<file path="src/rtl/i2s_receiver.sv">
// I2S receiver: oversamples BCK/LRCK/SDATA in the clk domain and emits {left, right} pairs on valid/ready.
// Optional BCK watchdog (sticky clock_lost) is built when I2S_RX_BCK_TIMEOUT_EN is defined.
module i2s_receiver #(
  parameter int SAMPLE_BITS    = 24,
  parameter int TIMEOUT_CYCLES = 1024
) (
  input  logic                       clk,
  input  logic                       reset,
  input  logic                       enable,
  input  logic                       bck,
  input  logic                       lrck,
  input  logic                       sdata,
  output logic [2*SAMPLE_BITS-1:0]   out_data,
  output logic                       out_valid,
  input  logic                       out_ready,
  output logic                       overflow,
  input  logic                       clear_status,
  output logic                       clock_lost
);

  localparam logic [1:0] ST_IDLE  = 2'd0;
  localparam logic [1:0] ST_LEFT  = 2'd1;
  localparam logic [1:0] ST_RIGHT = 2'd2;

  logic                     bck_s1, bck_s2, bck_h;
  logic                     lrck_s1, lrck_s2;
  logic                     sdata_s1, sdata_s2;
  logic                     lrck_prev;
  logic [5:0]               bit_count;
  logic [5:0]               new_count;
  logic [SAMPLE_BITS-1:0]   bit_mask;
  logic [SAMPLE_BITS-1:0]   left_sr, right_sr, left_word;
  logic [2*SAMPLE_BITS-1:0] pair_word;
  logic                     pair_pending;
  logic [1:0]               state;
  logic                     bit_event, frame_edge, abort, timeout_hit, load_ok;

  // lrck and sdata are used straight from the second stage so they line up with the bck edge;
  // only bck needs the extra history stage for edge detection.
  always_ff @(posedge clk or posedge reset) begin
    if (reset) begin
      bck_s1   <= 1'b0;
      bck_s2   <= 1'b0;
      bck_h    <= 1'b0;
      lrck_s1  <= 1'b0;
      lrck_s2  <= 1'b0;
      sdata_s1 <= 1'b0;
      sdata_s2 <= 1'b0;
    end else begin
      bck_s1   <= bck;
      bck_s2   <= bck_s1;
      bck_h    <= bck_s2;
      lrck_s1  <= lrck;
      lrck_s2  <= lrck_s1;
      sdata_s1 <= sdata;
      sdata_s2 <= sdata_s1;
    end
  end

  assign bit_event  = bck_s2 & ~bck_h;
  assign frame_edge = bit_event & (lrck_s2 != lrck_prev);
  assign abort      = ~enable | timeout_hit;

  always_comb begin
    if (frame_edge) begin
      new_count = 6'd0;
    end else if (bit_count == 6'd63) begin
      new_count = 6'd63;
    end else begin
      new_count = bit_count + 6'd1;
    end
  end

  // Bit n of the slot lands at position SAMPLE_BITS-n, so a short slot ends up left-justified.
  always_comb begin
    bit_mask = '0;
    for (int i = 0; i < SAMPLE_BITS; i++) begin
      if (new_count == 6'(SAMPLE_BITS - i)) begin
        bit_mask[i] = 1'b1;
      end
    end
  end

  always_ff @(posedge clk or posedge reset) begin
    if (reset) begin
      lrck_prev    <= 1'b0;
      bit_count    <= '0;
      state        <= ST_IDLE;
      left_sr      <= '0;
      right_sr     <= '0;
      left_word    <= '0;
      pair_word    <= '0;
      pair_pending <= 1'b0;
    end else begin
      pair_pending <= 1'b0;
      if (bit_event) begin
        lrck_prev <= lrck_s2;
        bit_count <= new_count;
      end
      if (abort) begin
        state    <= ST_IDLE;
        left_sr  <= '0;
        right_sr <= '0;
      end else if (frame_edge) begin
        if (lrck_s2) begin
          right_sr <= '0;
        end else begin
          left_sr <= '0;
        end
        case (state)
          ST_IDLE: begin
            if (!lrck_s2) begin
              state <= ST_LEFT;
            end
          end
          ST_LEFT: begin
            if (lrck_s2) begin
              left_word <= left_sr;
              state     <= ST_RIGHT;
            end
          end
          ST_RIGHT: begin
            if (!lrck_s2) begin
              pair_word    <= {left_word, right_sr};
              pair_pending <= 1'b1;
              state        <= ST_LEFT;
            end
          end
          default: state <= ST_IDLE;
        endcase
      end else if (bit_event) begin
        if (lrck_s2) begin
          right_sr <= (right_sr & ~bit_mask) | (bit_mask & {SAMPLE_BITS{sdata_s2}});
        end else begin
          left_sr <= (left_sr & ~bit_mask) | (bit_mask & {SAMPLE_BITS{sdata_s2}});
        end
      end
    end
  end

  assign load_ok = ~out_valid | out_ready;

  // A pair arriving while the previous one is still unconsumed is dropped, never overwritten.
  always_ff @(posedge clk or posedge reset) begin
    if (reset) begin
      out_data  <= '0;
      out_valid <= 1'b0;
      overflow  <= 1'b0;
    end else begin
      if (pair_pending && load_ok) begin
        out_data  <= pair_word;
        out_valid <= 1'b1;
      end else if (out_valid && out_ready) begin
        out_valid <= 1'b0;
      end
      if (pair_pending && !load_ok) begin
        overflow <= 1'b1;
      end else if (clear_status) begin
        overflow <= 1'b0;
      end
    end
  end

`ifdef I2S_RX_BCK_TIMEOUT_EN
  localparam int TO_W = $clog2(TIMEOUT_CYCLES + 1);

  logic [TO_W-1:0] to_count;
  logic            clock_lost_r;

  assign timeout_hit = ~bit_event & (to_count == TO_W'(TIMEOUT_CYCLES - 1));
  assign clock_lost  = clock_lost_r;

  // Watchdog saturates at TIMEOUT_CYCLES so the abort fires exactly once per outage.
  always_ff @(posedge clk or posedge reset) begin
    if (reset) begin
      to_count     <= '0;
      clock_lost_r <= 1'b0;
    end else begin
      if (bit_event) begin
        to_count <= '0;
      end else if (to_count != TO_W'(TIMEOUT_CYCLES)) begin
        to_count <= to_count + TO_W'(1);
      end
      if (timeout_hit) begin
        clock_lost_r <= 1'b1;
      end else if (clear_status) begin
        clock_lost_r <= 1'b0;
      end
    end
  end
`else
  assign timeout_hit = 1'b0;
  assign clock_lost  = 1'b0;
`endif

endmodule

</file>
<file path="config.mk">
export PLATFORM = sky130hd
export DESIGN_NAME = i2s_receiver
export DESIGN_NICKNAME = d
export VERILOG_FILES = /design/src/rtl/i2s_receiver.sv
export SDC_FILE = /design/constraint.sdc
export NUM_CORES = 1
export LEC_CHECK = 0
export CAP_MARGIN = 20
export CORE_MARGIN = 4
export CORE_UTILIZATION = 40
export DETAILED_ROUTE_END_ITERATION = 10
export PLACE_DENSITY_LB_ADDON = 0.2
export SETUP_SLACK_MARGIN = 0.05
export SLEW_MARGIN = 20
export SYNTH_ARGS = -nofsm -noshare
export SYNTH_HDL_FRONTEND = slang
export SYNTH_SLANG_ARGS = --single-unit
</file>
<file path="constraint.sdc">
create_clock -name clk -period 7.8 [get_ports clk]
set_clock_uncertainty 0.2 [all_clocks]
set_input_delay 1.56 -clock clk [delete_from_list [all_inputs] [get_ports clk]]
set_output_delay 1.56 -clock clk [all_outputs]
set_load 0.01 [all_outputs]
</file>
==> results of run 1 <==
==> worst max-delay path by stage <==
| stage | to | depth (start not counted) | start | slack (ps) |
|---|---|---|---|---|
| finish | pair_word[41]$_DFFE_PP0P_ | 4 | enable | 4190 |
| global route | pair_word[41]$_DFFE_PP0P_ | 4 | enable | 4020 |
| CTS | left_word[19]$_DFFE_PP0P_ | 4 | enable | 3900 |
| detailed placement | left_word[0]$_DFFE_PP0P_ | 4 | enable | 3450 |
| global placement | left_word[11]$_DFFE_PP0P_ | 4 | enable | 3600 |
| floorplan | bck_h$_DFF_PP0_ | 1 | reset | 950 |
==> cells in the mapped netlist, types with 4 or more instances <==
library cell	n
a21oi_1	14
o21ai_0	23
mux2_2	120
nor2_1	13
dfrtp_1	187
buf_2	16
and2_1	8
o211ai_1	20
nand2_1	52
inv_1	5
o311ai_0	6
nor2b_1	10
a22o_1	16
buf_4	6
nand2b_1	8
nand3_1	30
buf_1	4
a211o_1	6
o311ai_1	12
and3_1	9
clkbuf_1	16
==> area by class of cell <==
class / instances / area share
clock buffers: 23 / 0.0504
inverters: 6 / 0.00317
flip-flops and latches: 187 / 0.494
repair buffers: 59 / 0.0618
well taps: 265 / 0.0350
clock inverters: 9 / 0.0118
multi-input cells: 409 / 0.344
==> worst max-delay path, stage by stage <==
cell and delay, ps:
clkdlybuf4s50_1 670, nand4b_2 640, buf_4 500, mux2_2 320
==> flip-flops by register name, indices dropped and copies added, names as in the netlist, 2 cells and up <==
signal	flops
left_sr	24
bit_count	6
right_sr	24
pair_word	48
out_data	48
state	2
left_word	24
==> kinds of logic after synthesis <==
kind of cell	after synthesis
simple gates	153
buf+inv	50
mux	120
xor+xnor	1
other cells	1
flops	187
fa+ha+maj	1
compound gates	133
==> report_power, final <==
part           total (mW)  internal [mW]  switching [mW]
registers            1.03          0.983          0.0443
clock network       0.853          0.499           0.354
logic               0.327         0.0904           0.237
==> metal layers <==
metal,vias to the layer above,part of all wire,track usage
li1,2442,-,-
met1,2648,0.44,0.211
met2,157,0.49,0.257
met3,26,0.051,0.0350
met4,0,0.020,0.0589
met5,-,0,0
==> results.toml, run 1 <==
[logic_synthesis]
ys_seq_elements = 187
synth_compound_area_frac = 0.125
synth_fa_ha_area_frac = 0.00153
synth-edff-count = 0
synth_area_leaders = "dfrtp_1 (57%), mux2_2 (17%), nand2_1 (2.4%)"
synthesis.instances = 646
synth_top_area_cell = "dfrtp_1"
async_flop_share = 1.00
synthSimpleGateAreaFrac = 0.102
muxShareOfSynthArea = 0.165
avgSynthCellArea_um2 = 12.6
yosysUniqueCellTypes = 66
synth_ff_type = "dfrtp_1"
yosysSeqAreaShare = 0.573
yosysWarnings = 0
synth_xor_area_frac = 0.00199
synth_top_area_frac = 0.573
synth_area_um2 = 8170
synth_top_family_by_area = "multiplexers"
synthesis.nets = 655

[global_routing]
overflow = 0
antenna_found_initial = 0
grt_pass1_vias = 5302
track_usage = 0.159
grt_pass1_wl_um = 28400
grt_max_degree = 115

[route]
vias_per_cell = 5.50
final_antenna_net_count = 0
wl_per_cell_um = 18.0
vias = 5273
drc = 0
routed_wl_um = 17300
drt_pre_antenna_iters = 5
drtIter0Drc = 334

[timing]
finalMaxSlewViolations = 0
hold_violations = 0
worst_pin_slew_ps = 1000
timing.setup.tns_ps = 0
layout_min_cycle_time_ps = 3610
setup_violations = 0
fin_crit_sh = 0.463
layout_setup_ws_ps = 4190
clock.fmax_mhz = 277
hold_ws_ps = 151
rsz0062_at_grt = "false"
relSlewSlack = 0.332

[clock_tree]
cts_htree_levels = 4
cts_hold_buf = 0
cts_tree = "built"
clock_path_buffers = 2
numCtsBuffers = 17
insertion_delay_ps = 430
cts.clk_slew.worst_paths_ps = 70
cts-root-buf = "clkbuf_16"
cts.sinks = 187
cts_setup_buffers = 0
ctsResizeCount = 0

[placed_design]
placed_area_um2 = 8870
hpwl_um = 12000
placed_cells = 926
gp_congestion = 0.846
preCtsSetupSlack_ps = 3450
port_buffers = 57

[die]
dieArea_um2 = 22800
dieHeight_um = 151
coreArea_um2 = 19800
fp-row-count = 51
dieWidth_um = 151
pin_count = 59
start_util = 0.413

[finish]
fin_util = 0.479
fillers = 1777
antenna_cells = 0
regArea_um2 = 4680
multiInputGateArea_um2 = 3260
final_cell_mix = "dfrtp_1 (187), mux2_2 (120), clkdlybuf4s50_1 (57)"
area_growth_pct = 16.0
design_area_um2 = 9470
drive_gt1_frac = 0.257
fin_cells = 958
final_common_cell = "dfrtp_1"
fin_nets = 689

[power_and_ir_drop]
report.power.total_mw = 2.21
peakVddDrop_mv = 0.156
power_density_nw_per_um2 = 233
power_leakage_nw = 4.47

[min_path]
hold_end = "bck_s2$_DFF_PP0_"
hold_depth = 0
min_from = "bck_s1$_DFF_PP0_"
holdCritPathClass = "reg2reg"

[critical_path]
startpoint_type = "input port"
crit_arrival_ps = 3710
crit_fanout = 30
r2r_start = "bck_s2$_DFF_PP0_"
reg2reg_depth = 5
path_class = "in2reg"
cp_data_required_time_ps = 7900
end_kind = "flip-flop"
reg2reg_slack_ps = 4500
r2r_end = "pair_word[41]$_DFFE_PP0P_"

[outcome]
outcome = "complete, no violations"

[flow_run]
drv_cap = 0
(Power assumes the default switching activity.)
==> inputs of run 2 (changes only) <==
==> constraint.sdc (replaced) <==
create_clock -name clk -period 3.2 [get_ports clk]
set_clock_uncertainty 0.2 [all_clocks]
set_input_delay 0.64 -clock clk [delete_from_list [all_inputs] [get_ports clk]]
set_output_delay 0.64 -clock clk [all_outputs]
set_load 0.01 [all_outputs]
==> results.toml, run 2 (synthesized netlist as in run 1, its figures left out) <==
[clock_tree]
cts.sinks = 187
ctsResizeCount = 0
cts-root-buf = "clkbuf_16"
cts_setup_buffers = 0
cts_htree_levels = 4
insertion_delay_ps = 430
cts_hold_buf = 0
cts.clk_slew.worst_paths_ps = 70
cts_tree = "built"
clock_path_buffers = 2
numCtsBuffers = 17

[route]
final_antenna_net_count = 0
wl_per_cell_um = 18.1
drt_pre_antenna_iters = 5
drtIter0Drc = 295
vias_per_cell = 5.46
vias = 5315
drc = 0
routed_wl_um = 17700

[die]
coreArea_um2 = 19800
start_util = 0.413
dieArea_um2 = 22800
pin_count = 59
fp-row-count = 51
dieWidth_um = 151
dieHeight_um = 151

[timing]
relSlewSlack = 0.388
hold_violations = 0
clock.fmax_mhz = 341
rsz0062_at_grt = "false"
hold_ws_ps = 150
setup_violations = 0
fin_crit_sh = 0.917
worst_pin_slew_ps = 908
finalMaxSlewViolations = 0
layout_min_cycle_time_ps = 2940

[placed_design]
placed_area_um2 = 9040
port_buffers = 57
hpwl_um = 12600
gp_congestion = 0.864

[finish]
final_common_cell = "dfrtp_1"
antenna_cells = 0
reg_top3 = "out_data x48, pair_word x48"
final_cell_mix = "dfrtp_1 (187), mux2_2 (120), clkdlybuf4s50_1 (57)"
area_growth_pct = 18.4
design_area_um2 = 9670
fin_nets = 705
drive_gt1_frac = 0.273

[global_routing]
overflow = 0
grt_pass1_vias = 5395
grt_pass1_wl_um = 29200
track_usage = 0.165
antenna_found_initial = 0
grt_max_degree = 73

[critical_path]
crit_fanout = 16
r2r_start = "bit_count[1]$_DFFE_PP0P_"
cp_data_required_time_ps = 3280
end_kind = "flip-flop"
reg2reg_depth = 6
reg2reg_slack_ps = 260
startpoint_type = "flip-flop"
crit_arrival_ps = 3020
critPathCapture = "left_sr[4]$_DFFE_PP0P_"
r2r_end = "left_sr[4]$_DFFE_PP0P_"
crit_path_start = "bit_count[1]$_DFFE_PP0P_"
path_class = "reg2reg"

[power_and_ir_drop]
power_density_nw_per_um2 = 580
power_leakage_nw = 4.57
peakVddDrop_mv = 0.400

[min_path]
holdCritPathClass = "reg2reg"

[outcome]
outcome = "complete, no violations"

[flow_run]
drv_cap = 0
run 2: cell count changes in the layout (fill, tap and decap cells not counted):
cell / previous run / this run
buf_12: 0 / 4
buf_4: 2 / 14
bufinv_16: 2 / 4
clkbuf_1: 3 / 0
clkbuf_8: 3 / 1
clkinvlp_4: 2 / 4
nand2_2: 0 / 1
nand2_4: 1 / 0
nand3_1: 29 / 30
nand3_2: 1 / 0
nor2b_1: 8 / 10
nor2b_2: 2 / 0
run 2: worst min path at each step:
stage,start,to,slack [ps],cells after the start
after floorplan,bck_s1$_DFF_PP0_,bck_s2$_DFF_PP0_,130,0
after global placement,bck_s1$_DFF_PP0_,bck_s2$_DFF_PP0_,140,0
after detailed placement,lrck_s1$_DFF_PP0_,lrck_s2$_DFF_PP0_,130,0
after CTS,lrck_s1$_DFF_PP0_,lrck_s2$_DFF_PP0_,150,0
after global routing,lrck_s1$_DFF_PP0_,lrck_s2$_DFF_PP0_,150,0
final,lrck_s1$_DFF_PP0_,lrck_s2$_DFF_PP0_,150,0
run 2: report_power, final:
part	total (mW)	leakage, nW	internal, mW	switching [mW]
logic	0.856	1.68	0.259	0.597
registers	2.50	2.59	2.40	0.101
clock network	2.25	0.301	1.33	0.917
run 2: per-stage QoR:
stage               power (mW)  setup WS [ps]  cells  setup TNS (ps)  utilization
detailed placement        3.39            318    942               0        0.457
global route              5.88            122    973               0        0.489
CTS                       5.65            303    973               0        0.489
floorplan                 3.13          -46.5    646           -8700            -
finish                    5.60            265    973               0        0.489
global placement          3.38            408    942               0        0.457
run 2: metal layers:
layer | vias to the layer above | wire length, µm | GRT usage
met4 | 0 | 235 | 0.0444
met1 | 2704 | 8240 | 0.227
met3 | 17 | 653 | 0.0380
met2 | 112 | 8520 | 0.264
met5 | - | 0 | 0
li1 | 2482 | - | -
run 2: worst max-delay path, cell delays in order, from the launching register on:
cell and delay (ps):
dfrtp_1 610, ha_1 440, or3b_2 510, o41ai_1 100, o211ai_2 430, o211ai_1 350, o311ai_1 130
run 2: area by class of cell:
type	instances	area, µm²
Fill cell	1771	10100
Sequential cell	187	4680
Multi-Input combinational cell	409	3240
Timing Repair Buffer	75	756
Clock buffer	18	439
Tap cell	265	332
Clock inverter	13	190
Inverter	6	26.3
==> inputs of run 3 (changes only) <==
--- a/config.mk
+++ b/config.mk
@@ -7,7 +7,7 @@
 export LEC_CHECK = 0
 export CAP_MARGIN = 20
 export CORE_MARGIN = 4
-export CORE_UTILIZATION = 40
+export CORE_UTILIZATION = 34
 export DETAILED_ROUTE_END_ITERATION = 10
 export PLACE_DENSITY_LB_ADDON = 0.2
 export SETUP_SLACK_MARGIN = 0.05
==> results.toml, run 3 (synthesized netlist as in run 1, its figures left out) <==
[finish]
final_cell_mix = "dfrtp_1 (187), mux2_2 (120), clkdlybuf4s50_1 (57)"
fin_nets = 703
drive_gt1_frac = 0.272
fin_cells = 1026
fillers = 2267
fin_util = 0.411
reg_top3 = "out_data x48, pair_word x48"
area_growth_pct = 18.4
antenna_cells = 0
final_common_cell = "dfrtp_1"

[power_and_ir_drop]
power_density_nw_per_um2 = 558
power.internal_mw = 3.69
clkPwrFrac = 0.382
power_leakage_nw = 4.54
peakVddDrop_mv = 0.310
report.power.total_mw = 5.39
seq_power_share = 0.463
swShare = 0.317
combPwrFrac = 0.156
p_sw_mw = 1.71

[clock_tree]
ctsResizeCount = 0
insertion_delay_ps = 430
clock_path_buffers = 2
cts-root-buf = "clkbuf_16"
numCtsBuffers = 17
cts_tree = "built"
cts_hold_buf = 0
cts.sinks = 187
cts_setup_buffers = 0
cts.clk_slew.worst_paths_ps = 80
cts_htree_levels = 4

[placed_design]
gp_congestion = 0.887
hpwl_um = 13300
port_buffers = 57
placed_cells = 994

[timing]
worst_pin_slew_ps = 795
finalMaxSlewViolations = 0
fin_crit_sh = 0.902
timing.setup.tns_ps = 0
layout_min_cycle_time_ps = 2890
relSlewSlack = 0.464
setup_violations = 0
clock.fmax_mhz = 346
rsz0062_at_grt = "false"
hold_violations = 0

[min_path]
min_from = "sdata_s1$_DFF_PP0_"
hold_end = "sdata_s2$_DFF_PP0_"
hold_depth = 0
holdCritPathClass = "reg2reg"

[route]
wl_per_cell_um = 18.4
drc = 0
final_antenna_net_count = 0
drt_pre_antenna_iters = 5
vias_per_cell = 5.18
routed_wl_um = 18900
vias = 5313
drtIter0Drc = 382

[critical_path]
r2r_end = "left_sr[1]$_DFFE_PP0P_"
reg2reg_slack_ps = 310
reg2reg_depth = 6
path_cells = "ha_1, or3b_2, o41ai_1, o211ai_2, o211ai_1, o311ai_1"
end_kind = "flip-flop"
startpoint_type = "flip-flop"
crit_fanout = 16
critical_path.max_stage_delay_ps = 590
r2r_start = "bit_count[1]$_DFFE_PP0P_"
cp_data_required_time_ps = 3280
crit_arrival_ps = 2970
path_class = "reg2reg"
critPathSlowestCell = "dfrtp_1"

[flow_run]
drv_cap = 0

[global_routing]
busiest_layer = "met2"
grt_max_degree = 87
overflow = 0
use_met3 = 0.0357
grt_pass1_wl_um = 30600
track_usage = 0.148
use_met2 = 0.231
antenna_found_initial = 0
grt_pass1_vias = 5431
grt_util_met1 = 0.202

[die]
fp-row-count = 56
dieHeight_um = 163
start_util = 0.347
dieArea_um2 = 26600
pin_count = 59
coreArea_um2 = 23500
dieWidth_um = 163

[outcome]
outcome = "complete, no violations"
==> run 3: changes by cell type in the layout (fill, tap and decap cells not counted), sizes merged <==
cell	delta
clkinvlp	-1
inv	+3
buf	-2
bufinv	-4
clkinv	+4
clkbuf	-1
==> run 3: critical path: cells and delay by family (launching register included) <==
kind | cells | cell delay, ps
compound gates | 4 | 920
fa+ha+maj | 1 | 510
flops | 1 | 590
simple gates | 1 | 520
==> run 3: worst max-delay path by stage <==
stage	from	to	slack [ps]	cells after the start
finish	bit_count[1]$_DFFE_PP0P_	left_sr[1]$_DFFE_PP0P_	310	6
global route	bit_count[1]$_DFFE_PP0P_	right_sr[0]$_DFFE_PP0P_	90	6
CTS	bit_count[1]$_DFFE_PP0P_	left_sr[1]$_DFFE_PP0P_	360	6
detailed placement	bit_count[1]$_DFFE_PP0P_	left_sr[1]$_DFFE_PP0P_	380	6
global placement	enable	right_sr[12]$_DFFE_PP0P_	460	5
floorplan	reset	bck_h$_DFF_PP0_	-50	1
==> run 3: area by class of cell <==
type	count	area [µm²]	share of cell area
inverters	6	26.3	0.00272
multi-input cells	409	3240	0.335
well taps	319	399	0.0413
clock buffers	17	425	0.0440
flip-flops and latches	187	4680	0.484
clock inverters	15	158	0.0163
repair buffers	73	741	0.0766
==> run 3: metrics by stage <==
step	area, µm²	worst slack (ps)	hold WS [ps]
after global routing	9670	92.7	169
after detailed placement	9090	383	137
after floorplan	8170	-46.5	131
after CTS	9670	362	154
after global placement	9090	460	134
final	9670	312	154
==> run 3: power by group through the flow <==
stage               combinational, mW  clock [mW]  sequential [mW]
global route                    0.925        2.22             2.50
global placement                0.832           0             2.54
floorplan                       0.667           0             2.47
finish                          0.840        2.06             2.50
CTS                             0.840        2.12             2.49
detailed placement              0.837           0             2.54
==> run 3: layer usage <==
metal  up-vias  part of all wire
met5         -                 0
met4         0             0.024
met3        31             0.047
met2       147              0.47
met1      2673              0.46
li1       2462                 -
